$ cat src/rtl/dedisp_frame_accumulator_if.sv
// ---------------------------------------------------------------------------
// dedisp_frame_accumulator_if
//   Stream and result bundle between the serial dedispersor output and the
//   frame accumulator.
//   Stream (driven by master): din, din_valid, din_sof, din_eof, threshold
//   Result (driven by slave):  dout, dout_valid, detect, frame_err,
//                              good_frames, bad_frames
// ---------------------------------------------------------------------------
interface dedisp_frame_accumulator_if #(
    parameter int DIN_WIDTH  = 32,
    parameter int DOUT_WIDTH = 35,
    parameter int CNT_WIDTH  = 32
);
    logic [DIN_WIDTH-1:0]  din;
    logic                  din_valid;
    logic                  din_sof;
    logic                  din_eof;
    logic [DOUT_WIDTH-1:0] threshold;

    logic [DOUT_WIDTH-1:0] dout;
    logic                  dout_valid;
    logic                  detect;
    logic                  frame_err;
    logic [CNT_WIDTH-1:0]  good_frames;
    logic [CNT_WIDTH-1:0]  bad_frames;

    modport slave (
        input  din, din_valid, din_sof, din_eof, threshold,
        output dout, dout_valid, detect, frame_err, good_frames, bad_frames
    );

    modport master (
        output din, din_valid, din_sof, din_eof, threshold,
        input  dout, dout_valid, detect, frame_err, good_frames, bad_frames
    );
endinterface

$ cat src/rtl/dedisp_frame_accumulator.sv
// ---------------------------------------------------------------------------
// dedisp_frame_accumulator
//   Sums each sof..eof frame of N_CHANNELS dedispersed samples into one
//   integrated power value, flags it as a candidate when it exceeds a runtime
//   threshold, and counts well-formed and malformed frames.
//   Ports:
//     clk, rst - system clock, asynchronous active-high reset
//     ce       - clock enable; all state and outputs freeze while low
//     s        - stream in / result out bundle (slave side)
// ---------------------------------------------------------------------------
module dedisp_frame_accumulator #(
    parameter int N_CHANNELS = 8,
    parameter int DIN_WIDTH  = 32,
    parameter int DOUT_WIDTH = DIN_WIDTH + $clog2(N_CHANNELS),
    parameter int CNT_WIDTH  = 32
) (
    input  logic                          clk,
    input  logic                          rst,
    input  logic                          ce,
    dedisp_frame_accumulator_if.slave     s
);

    localparam int SW = $clog2(N_CHANNELS);
    localparam logic [SW-1:0] LAST_CNT = SW'(N_CHANNELS - 1);
    localparam logic [SW-1:0] ONE_CNT  = SW'(1);

    typedef enum logic {
        IDLE,
        ACCUM
    } state_t;

    state_t                state_q, state_d;
    logic [DOUT_WIDTH-1:0] acc_q, acc_d;
    logic [SW-1:0]         cnt_q, cnt_d;
    logic [DOUT_WIDTH-1:0] dout_q, dout_d;
    logic                  dout_valid_q, dout_valid_d;
    logic                  detect_q, detect_d;
    logic                  frame_err_q, frame_err_d;
    logic [CNT_WIDTH-1:0]  good_frames_q, good_frames_d;
    logic [CNT_WIDTH-1:0]  bad_frames_q, bad_frames_d;

    logic                  beat;
    logic                  err;
    logic [DOUT_WIDTH-1:0] sum;

    assign beat = ce && s.din_valid;
    assign sum  = acc_q + DOUT_WIDTH'(s.din);

    always_comb begin
        state_d       = state_q;
        acc_d         = acc_q;
        cnt_d         = cnt_q;
        dout_d        = dout_q;
        dout_valid_d  = dout_valid_q;
        detect_d      = detect_q;
        frame_err_d   = frame_err_q;
        good_frames_d = good_frames_q;
        bad_frames_d  = bad_frames_q;
        err           = 1'b0;

        // Pulses only clear on enabled edges so they stay visible through ce=0.
        if (ce) begin
            dout_valid_d = 1'b0;
            frame_err_d  = 1'b0;
        end

        if (beat) begin
            unique case (state_q)
                IDLE: begin
                    if (s.din_sof && !s.din_eof) begin
                        acc_d   = DOUT_WIDTH'(s.din);
                        cnt_d   = ONE_CNT;
                        state_d = ACCUM;
                    end else begin
                        // stray sample or a one-sample frame
                        err = 1'b1;
                    end
                end
                ACCUM: begin
                    if (s.din_sof && s.din_eof) begin
                        // restart immediately terminated: a single error
                        err     = 1'b1;
                        state_d = IDLE;
                    end else if (s.din_sof) begin
                        err   = 1'b1;
                        acc_d = DOUT_WIDTH'(s.din);
                        cnt_d = ONE_CNT;
                    end else if (s.din_eof) begin
                        state_d = IDLE;
                        if (cnt_q == LAST_CNT) begin
                            dout_d        = sum;
                            dout_valid_d  = 1'b1;
                            detect_d      = (sum > s.threshold);
                            good_frames_d = good_frames_q + 1'b1;
                        end else begin
                            err = 1'b1;
                        end
                    end else if (cnt_q == LAST_CNT) begin
                        // overlong frame; this sample is dropped
                        err     = 1'b1;
                        state_d = IDLE;
                    end else begin
                        acc_d = sum;
                        cnt_d = cnt_q + 1'b1;
                    end
                end
                default: state_d = IDLE;
            endcase
        end

        if (err) begin
            frame_err_d  = 1'b1;
            bad_frames_d = bad_frames_q + 1'b1;
        end
    end

    always_ff @(posedge clk or posedge rst) begin
        if (rst) begin
            state_q       <= IDLE;
            acc_q         <= '0;
            cnt_q         <= '0;
            dout_q        <= '0;
            dout_valid_q  <= 1'b0;
            detect_q      <= 1'b0;
            frame_err_q   <= 1'b0;
            good_frames_q <= '0;
            bad_frames_q  <= '0;
        end else begin
            state_q       <= state_d;
            acc_q         <= acc_d;
            cnt_q         <= cnt_d;
            dout_q        <= dout_d;
            dout_valid_q  <= dout_valid_d;
            detect_q      <= detect_d;
            frame_err_q   <= frame_err_d;
            good_frames_q <= good_frames_d;
            bad_frames_q  <= bad_frames_d;
        end
    end

    assign s.dout        = dout_q;
    assign s.dout_valid  = dout_valid_q;
    assign s.detect      = detect_q;
    assign s.frame_err   = frame_err_q;
    assign s.good_frames = good_frames_q;
    assign s.bad_frames  = bad_frames_q;

endmodule

$ cat src/flat_wrapper.sv
// flat-port wrapper written by rule: the top's interface ports become plain ports
module dedisp_frame_accumulator_flat 
#(
    parameter int N_CHANNELS = 8,
    parameter int DIN_WIDTH  = 32,
    parameter int DOUT_WIDTH = DIN_WIDTH + $clog2(N_CHANNELS),
    parameter int CNT_WIDTH  = 32
)
  (clk, rst, ce, s_din, s_din_valid, s_din_sof, s_din_eof, s_threshold, s_dout, s_dout_valid, s_detect, s_frame_err, s_good_frames, s_bad_frames);
  dedisp_frame_accumulator_if #(.DIN_WIDTH(DIN_WIDTH), .DOUT_WIDTH(DOUT_WIDTH), .CNT_WIDTH(CNT_WIDTH)) s_i ();
  input  logic clk;
  input  logic rst;
  input  logic ce;
  input wire logic [$bits(s_i.din)-1:0] s_din;
  input wire logic [$bits(s_i.din_valid)-1:0] s_din_valid;
  input wire logic [$bits(s_i.din_sof)-1:0] s_din_sof;
  input wire logic [$bits(s_i.din_eof)-1:0] s_din_eof;
  input wire logic [$bits(s_i.threshold)-1:0] s_threshold;
  output wire logic [$bits(s_i.dout)-1:0] s_dout;
  output wire logic [$bits(s_i.dout_valid)-1:0] s_dout_valid;
  output wire logic [$bits(s_i.detect)-1:0] s_detect;
  output wire logic [$bits(s_i.frame_err)-1:0] s_frame_err;
  output wire logic [$bits(s_i.good_frames)-1:0] s_good_frames;
  output wire logic [$bits(s_i.bad_frames)-1:0] s_bad_frames;
  assign s_i.din = s_din;
  assign s_i.din_valid = s_din_valid;
  assign s_i.din_sof = s_din_sof;
  assign s_i.din_eof = s_din_eof;
  assign s_i.threshold = s_threshold;
  assign s_dout = s_i.dout;
  assign s_dout_valid = s_i.dout_valid;
  assign s_detect = s_i.detect;
  assign s_frame_err = s_i.frame_err;
  assign s_good_frames = s_i.good_frames;
  assign s_bad_frames = s_i.bad_frames;
  dedisp_frame_accumulator #(.N_CHANNELS(N_CHANNELS), .DIN_WIDTH(DIN_WIDTH), .DOUT_WIDTH(DOUT_WIDTH), .CNT_WIDTH(CNT_WIDTH)) u_core (.clk(clk), .rst(rst), .ce(ce), .s(s_i));
endmodule
$ cat config.mk
export PLATFORM = sky130hd
export DESIGN_NAME = dedisp_frame_accumulator_flat
export DESIGN_NICKNAME = d
export VERILOG_FILES = /design/src/rtl/dedisp_frame_accumulator_if.sv /design/src/rtl/dedisp_frame_accumulator.sv /design/src/flat_wrapper.sv
export SDC_FILE = /design/constraint.sdc
export NUM_CORES = 1
export LEC_CHECK = 0
export CORE_MARGIN = 5
export CORE_UTILIZATION = 45
export DETAILED_ROUTE_END_ITERATION = 10
export GPL_ROUTABILITY_DRIVEN = 0
export PLACE_DENSITY = 0.68
export SETUP_SLACK_MARGIN = 0.5
export SLEW_MARGIN = 20
export SYNTH_ARGS = -nofsm -noshare
export SYNTH_HDL_FRONTEND = slang
export SYNTH_SLANG_ARGS = --single-unit
$ cat constraint.sdc
create_clock -name clk -period 7.8 [get_ports clk]
set_clock_uncertainty 0.05 [all_clocks]
set_input_delay 1.56 -clock clk [delete_from_list [all_inputs] [get_ports clk]]
set_output_delay 1.56 -clock clk [all_outputs]
set_load 0.05 [all_outputs]
==> Yosys cells after proc, flatten, opt, wreduce, memory -nomap -nowiden <==
Cells that the tools add are included.
{ "totals": {"register_bits": 141, "in_bits": 73, "output_inout_bits": 102, "elab_cells": 63} }
{ "classes": {"addsub": 4, "order_cmp": 1, "eq_ne": 5, "mux": 34, "n_bitwise": 3, "n_reduce_logical": 7} }
{ "ops": {"columns": ["operator", "count"], "rows": [
  ["35-bit 2-to-1 mux", 5],
  ["35-bit case mux with 2 select lines", 1],
  ["32-bit by 1-bit adder with 32-bit output (second input constant)", 2],
  ["35-bit by 32-bit adder with 35-bit output", 1],
  ["35-bit > comparator", 1],
  ["1-bit 2-to-1 mux", 20],
  ["3-bit 2-to-1 mux", 5],
  ["3-bit inequality test (second input constant)", 2],
  ["3-bit case mux with 2 select lines", 1],
  ["6-bit AND reduction", 1],
  ["5-bit AND reduction", 1],
  ["1-bit case mux with 2 select lines", 2],
  ["3-bit by 1-bit adder with 3-bit output (second input constant)", 1],
  ["3-bit == test (second input constant)", 1],
  ["1-bit logical AND", 3],
  ["1-bit inverter", 3],
  ["2-bit by 1-bit inequality test with 1-bit output (second input constant)", 1],
  ["2-bit inequality test (second input constant)", 1],
  ["2-bit nonzero test", 1],
  ["1-bit zero test", 1]
]} }

==> Longest topological paths before layout <==
{ "logic_depth": {"depth_word": 8, "depth_mapped": 21, "mapped_depth_nobuf": 20} }

==> Least setup slack after synthesis <==
No wires, ideal clock.
{ "synth_path": {"path_type": "input to register", "startpoint": "in s_din[1]", "endpoint": "reg u_core.detect_q (netlist: u_core.s.detect)", "setup_ns": 0.118, "arrival_time_ns": 5.081, "t_required_ns": 7.632, "path_slack_ns": 2.551, "stages": 20, "path_buffers": 0, "path_cell_list": "ha_1 a211oi_2 o21ai_2 a2111oi_4 o31ai_4 a41oi_4 o21a_4 o21bai_1 xnor2_1 inv_1 ha_1 a21o_1 a21o_1 a21o_1 a21o_1 a21o_1 a21o_1 a221oi_1 a211oi_1 a21o_1"} }
{ "synth_via": {"elab_chain_cells": 2} }
{ "synth_rtl": {"columns": ["element", "line_no", "text"], "rows": [
  ["start, declared", "flat_wrapper.sv:14", "input wire logic [$bits(s_i.din)-1:0] s_din;"],
  ["35-bit by 32-bit adder with 35-bit output", "dedisp_frame_accumulator.sv:47", "assign sum = acc_q + DOUT_WIDTH'(s.din);"],
  ["via u_core.sum[27]", "dedisp_frame_accumulator.sv:44", "logic [DOUT_WIDTH-1:0] sum;"],
  ["35-bit > comparator", "dedisp_frame_accumulator.sv:93", "detect_d = (sum > s.threshold);"],
  ["end signal, assigned", "dedisp_frame_accumulator.sv:134", "detect_q <= detect_d;"],
  ["end, declared", "dedisp_frame_accumulator.sv:37", "logic detect_q, detect_d;"]
]} }
The timed path passes the listed nets, and every way through them passes these cells.
A chain may end at the register's enable or synchronous reset.

==> Final worst setup path <==
{ "layout_path": {"startpoint": "in s_din[0]", "endpoint": "reg u_core.detect_q (netlist: u_core.s.detect)"} }
The elaborated chain is that of the path after synthesis.

==> run_results.csv <==
group,metric,value,unit
synthesis,synth-main-ff-cell,"dfrtp_1",
clock_network,clkSinkCount,141,
synthesis,synth_fp_nets,1119,
min_path,min_path_cells,1,
place,portBuffers,174,
pwr,combPwrFrac,39.7,%
die,coreArea,18800,um2
timing,period_share,74.7,%
synthesis,synth_edf_count,0,
synthesis,ys_top_cells_by_area,"dfrtp_1, ha_1, nand2_1, xnor2_1, a21oi_1",
setup_path,timing.rr.end,"u_core.s.detect$_DFFE_PP0P_",
route,vias,7446,
synthesis,syn-instance-count,972,
final_layout,ff_latch_area,3530,um2
synthesis,syn_area,8690,um2
status,status,"completed",
pwr,peakVddDrop,0.000179,V
setup_path,cpMostUsedCell,"a21o_1",
grt,grt_max_degree,80,
clock_network,cts_tree,"yes",
route,wl_per_cell,16.5,um
setup_path,crit_start,"s_din[0]",
synthesis,synth_top_area_cell,"dfrtp_1",
die,die_h,149,um
synthesis,synthTopCellsByCount,"nand2_1, dfrtp_1, ha_1, xnor2_1, nor2_1",
final_layout,area_growth,30.6,%
route,vias_per_cell,5.26,
route,wl,23300,um
clock_network,htreeDepth,4,
clock_network,post-cts-setup-buffer-count,0,
timing,setup_viol,0,
synthesis,synth_fa_ha_area_share,10.7,%
clock_network,hold_buffers,0,
pwr,pwr-share-seq,29.6,%
synthesis,syn_area_per_cell,8.94,um2
clock_network,cts_buffers,17,
setup_path,regToRegSetupSlack,3190,ps
setup_path,end_kind,"register",
pwr,p_per_area,252,nW/um2
clock_network,cts_root_buf,"clkbuf_16",
die,dieArea,22200,um2
setup_path,cp-endpoint,"u_core.s.detect$_DFFE_PP0P_",
setup_path,required,8050,ps
synthesis,yosysTopAreaCellShare,40.6,%
final_layout,drive_above_1_share,5.73,%
synthesis,yosysUniqueCellTypes,61,
timing,worst_pin_slew,752,ps
clock_network,ctsLongestPathBuffers,2,
timing,hold_viol_final,0,
setup_path,path_cells,"clkdlybuf4s50_1 -> ha_1 -> fa_1 -> a21oi_1 -> o21ai_0 -> o21ai_0 -> a211oi_2 -> o21ai_0 -> a21oi_1 -> xor2_1 -> ha_1 -> a21o_1 -> a21o_1 -> a21o_1 -> a21o_1 -> a21o_1 -> a21o_1 -> a221oi_1 -> a211oi_1 -> a21o_1",
final_layout,nets,1285,
route,drt_first_pass_iters,5,
setup_path,critPathArrivalTime,6080,ps
grt,grt_pass1_vias,7160,
setup_path,path_class,"in2reg",
min_path,hp-class,"reg2reg",
clock_network,clock_latency,420,ps
die,start_util,46.1,%
timing,slew_violations,0,
synthesis,ys_ff_latch,141,
setup_path,max_stage_delay,430,ps
synthesis,synth_compound_gate_area_share,14.6,%
grt,antenna_found_initial,4,
die,placementRows,50,
final_layout,final_cell_area,11400,um2
timing,rsz0062_at_grt,"no",
grt,grt_pass1_wl,37400,um
route,ant_nets,0,
pwr,switching_share,37.9,%
setup_path,path_max_fanout,3,
place,post_dp_cell_area,10700,um2
synthesis,synth_xor_area_share,9.46,%
synthesis,synthArstFlopShare,100,%
pwr,pwr-share-clk,30.7,%
run,maxCapViolCount,0,
grt,track_usage,21.2,%
clock_network,clk_pin_slew,60,ps
setup_path,critPathSlowestCell,"clkdlybuf4s50_1",
synthesis,ys_warn_count,0,
setup_path,rr_worst_depth,19,
timing,max_freq,172,MHz
route,drc,0,
synthesis,ys_seq_area_share,40.6,%
grt,grt-ovfl-total,0,
timing,slew_headroom,49.7,%
place,hpwl,17700,um
clock_network,cts_resized,0,
timing,fin_crit,5830,ps
synthesis,synthMuxAreaShare,0.922,%
timing,fin_setup_tns,0,ps
pwr,p_leak,5.33,nW
synthesis,yosysMostFrequentCell,"nand2_1",
setup_path,r2r_start,"u_core.acc_q[0]$_DFFE_PP0P_",
route,drt-initial-drc-count,485,
synthesis,synth_top_family_by_area,"simple AND/OR/NAND/NOR gates",
final_layout,multi_input_area,4810,um2
final_layout,n_fill_cell,1645,
setup_path,crit_path_start_kind,"input port",
pwr,p_sw,1.08,mW
synthesis,synthSimpleGateAreaFrac,19.6,%
pwr,internal-power,1.77,mW
die,die_w,149,um
die,io_pins,175,
power by group through the flow:
stage               sequential [mW]  combinational [mW]  clock (mW)
floorplan                     0.898               0.765           0
global placement              0.855                1.10           0
detailed placement            0.857                1.11           0
CTS                           0.844                1.12       0.893
global route                  0.851                1.25       0.928
finish                        0.844                1.13       0.878
metal layers:
metal | up-vias | track usage [%] | wire length, um
met2 | 212 | 31.6 | 10200
met4 | 0 | 9.47 | 918
met3 | 51 | 3.49 | 1260
met5 | - | 0 | 0
met1 | 3501 | 30.2 | 11000
li1 | 3682 | - | -
state kept, by name, summed over array words and instances (netlist names):
| name | flops |
|---|---|
| u_core.acc_q | 35 |
| u_core.s.dout | 35 |
| u_core.s.bad_frames | 32 |
| u_core.s.good_frames | 32 |
| u_core.cnt_q | 3 |
| u_core.s.detect | 1 |
| u_core.s.dout_valid | 1 |
| u_core.s.frame_err | 1 |
| u_core.state_q | 1 |
area by class of cell:
type	count	share of cell area, %
clock buffer	18	3.87
clock inverter	14	1.73
timing repair buffer	182	16.0
multi-input combinational	738	42.4
sequential	141	31.1
tap	260	2.87
inverter	58	1.96
antenna	4	0.0882
critical path: cells and delay by family:
family	cells	cell delay [ps]
fa+ha+maj	3	1000
xor+xnor	1	320
compound gates	15	2770
buf+inv	1	430
logic make-up after synthesis:
group           count (synthesis)
simple gates                  377
compound gates                187
flops                         141
xor+xnor                       93
buf+inv                        93
fa+ha+maj                      74
mux                             7
stage by stage:
stage	total power [mW]	hold slack (ps)	worst slack, ps	utilization [%]	cells
6_report	2.86	417	1970	60.3	1415
3_5_place_dp	1.97	408	1610	56.7	1378
3_3_place_gp	1.96	406	1740	56.7	1378
4_1_cts	2.86	421	2020	60.1	1410
5_1_grt	3.03	433	1660	60.3	1415
2_1_floorplan	1.66	393	2410	-	972
worst min-delay path by stage:
stage | endpoint | slack, ps | from
4_1_cts | u_core.s.bad_frames[31]$_DFFE_PP0P_ | 420 | u_core.s.bad_frames[31]$_DFFE_PP0P_
6_report | u_core.s.good_frames[31]$_DFFE_PP0P_ | 420 | u_core.s.good_frames[31]$_DFFE_PP0P_
3_3_place_gp | u_core.s.bad_frames[31]$_DFFE_PP0P_ | 410 | u_core.s.bad_frames[31]$_DFFE_PP0P_
2_1_floorplan | u_core.cnt_q[1]$_DFFE_PP0P_ | 390 | u_core.cnt_q[1]$_DFFE_PP0P_
3_5_place_dp | u_core.s.bad_frames[31]$_DFFE_PP0P_ | 410 | u_core.s.bad_frames[31]$_DFFE_PP0P_
5_1_grt | u_core.s.good_frames[31]$_DFFE_PP0P_ | 430 | u_core.s.good_frames[31]$_DFFE_PP0P_
layout by cell type, fill, tap and decap left out, drive strengths merged, types with 8 or more instances in the layout:
master and count:
clkdlybuf4s50 174, xor2 25, a21oi 58, o21a 8, and3 16, clkbuf 18, xnor2 68, buf 8
nor3 13, dfrtp 141, o21ai 33, nor2 66, nand3 37, ha 73, a31oi 21, a21o 36
nand4 28, inv 66, nand2 186
No activity file was read; power rests on OpenSTA's default activity.
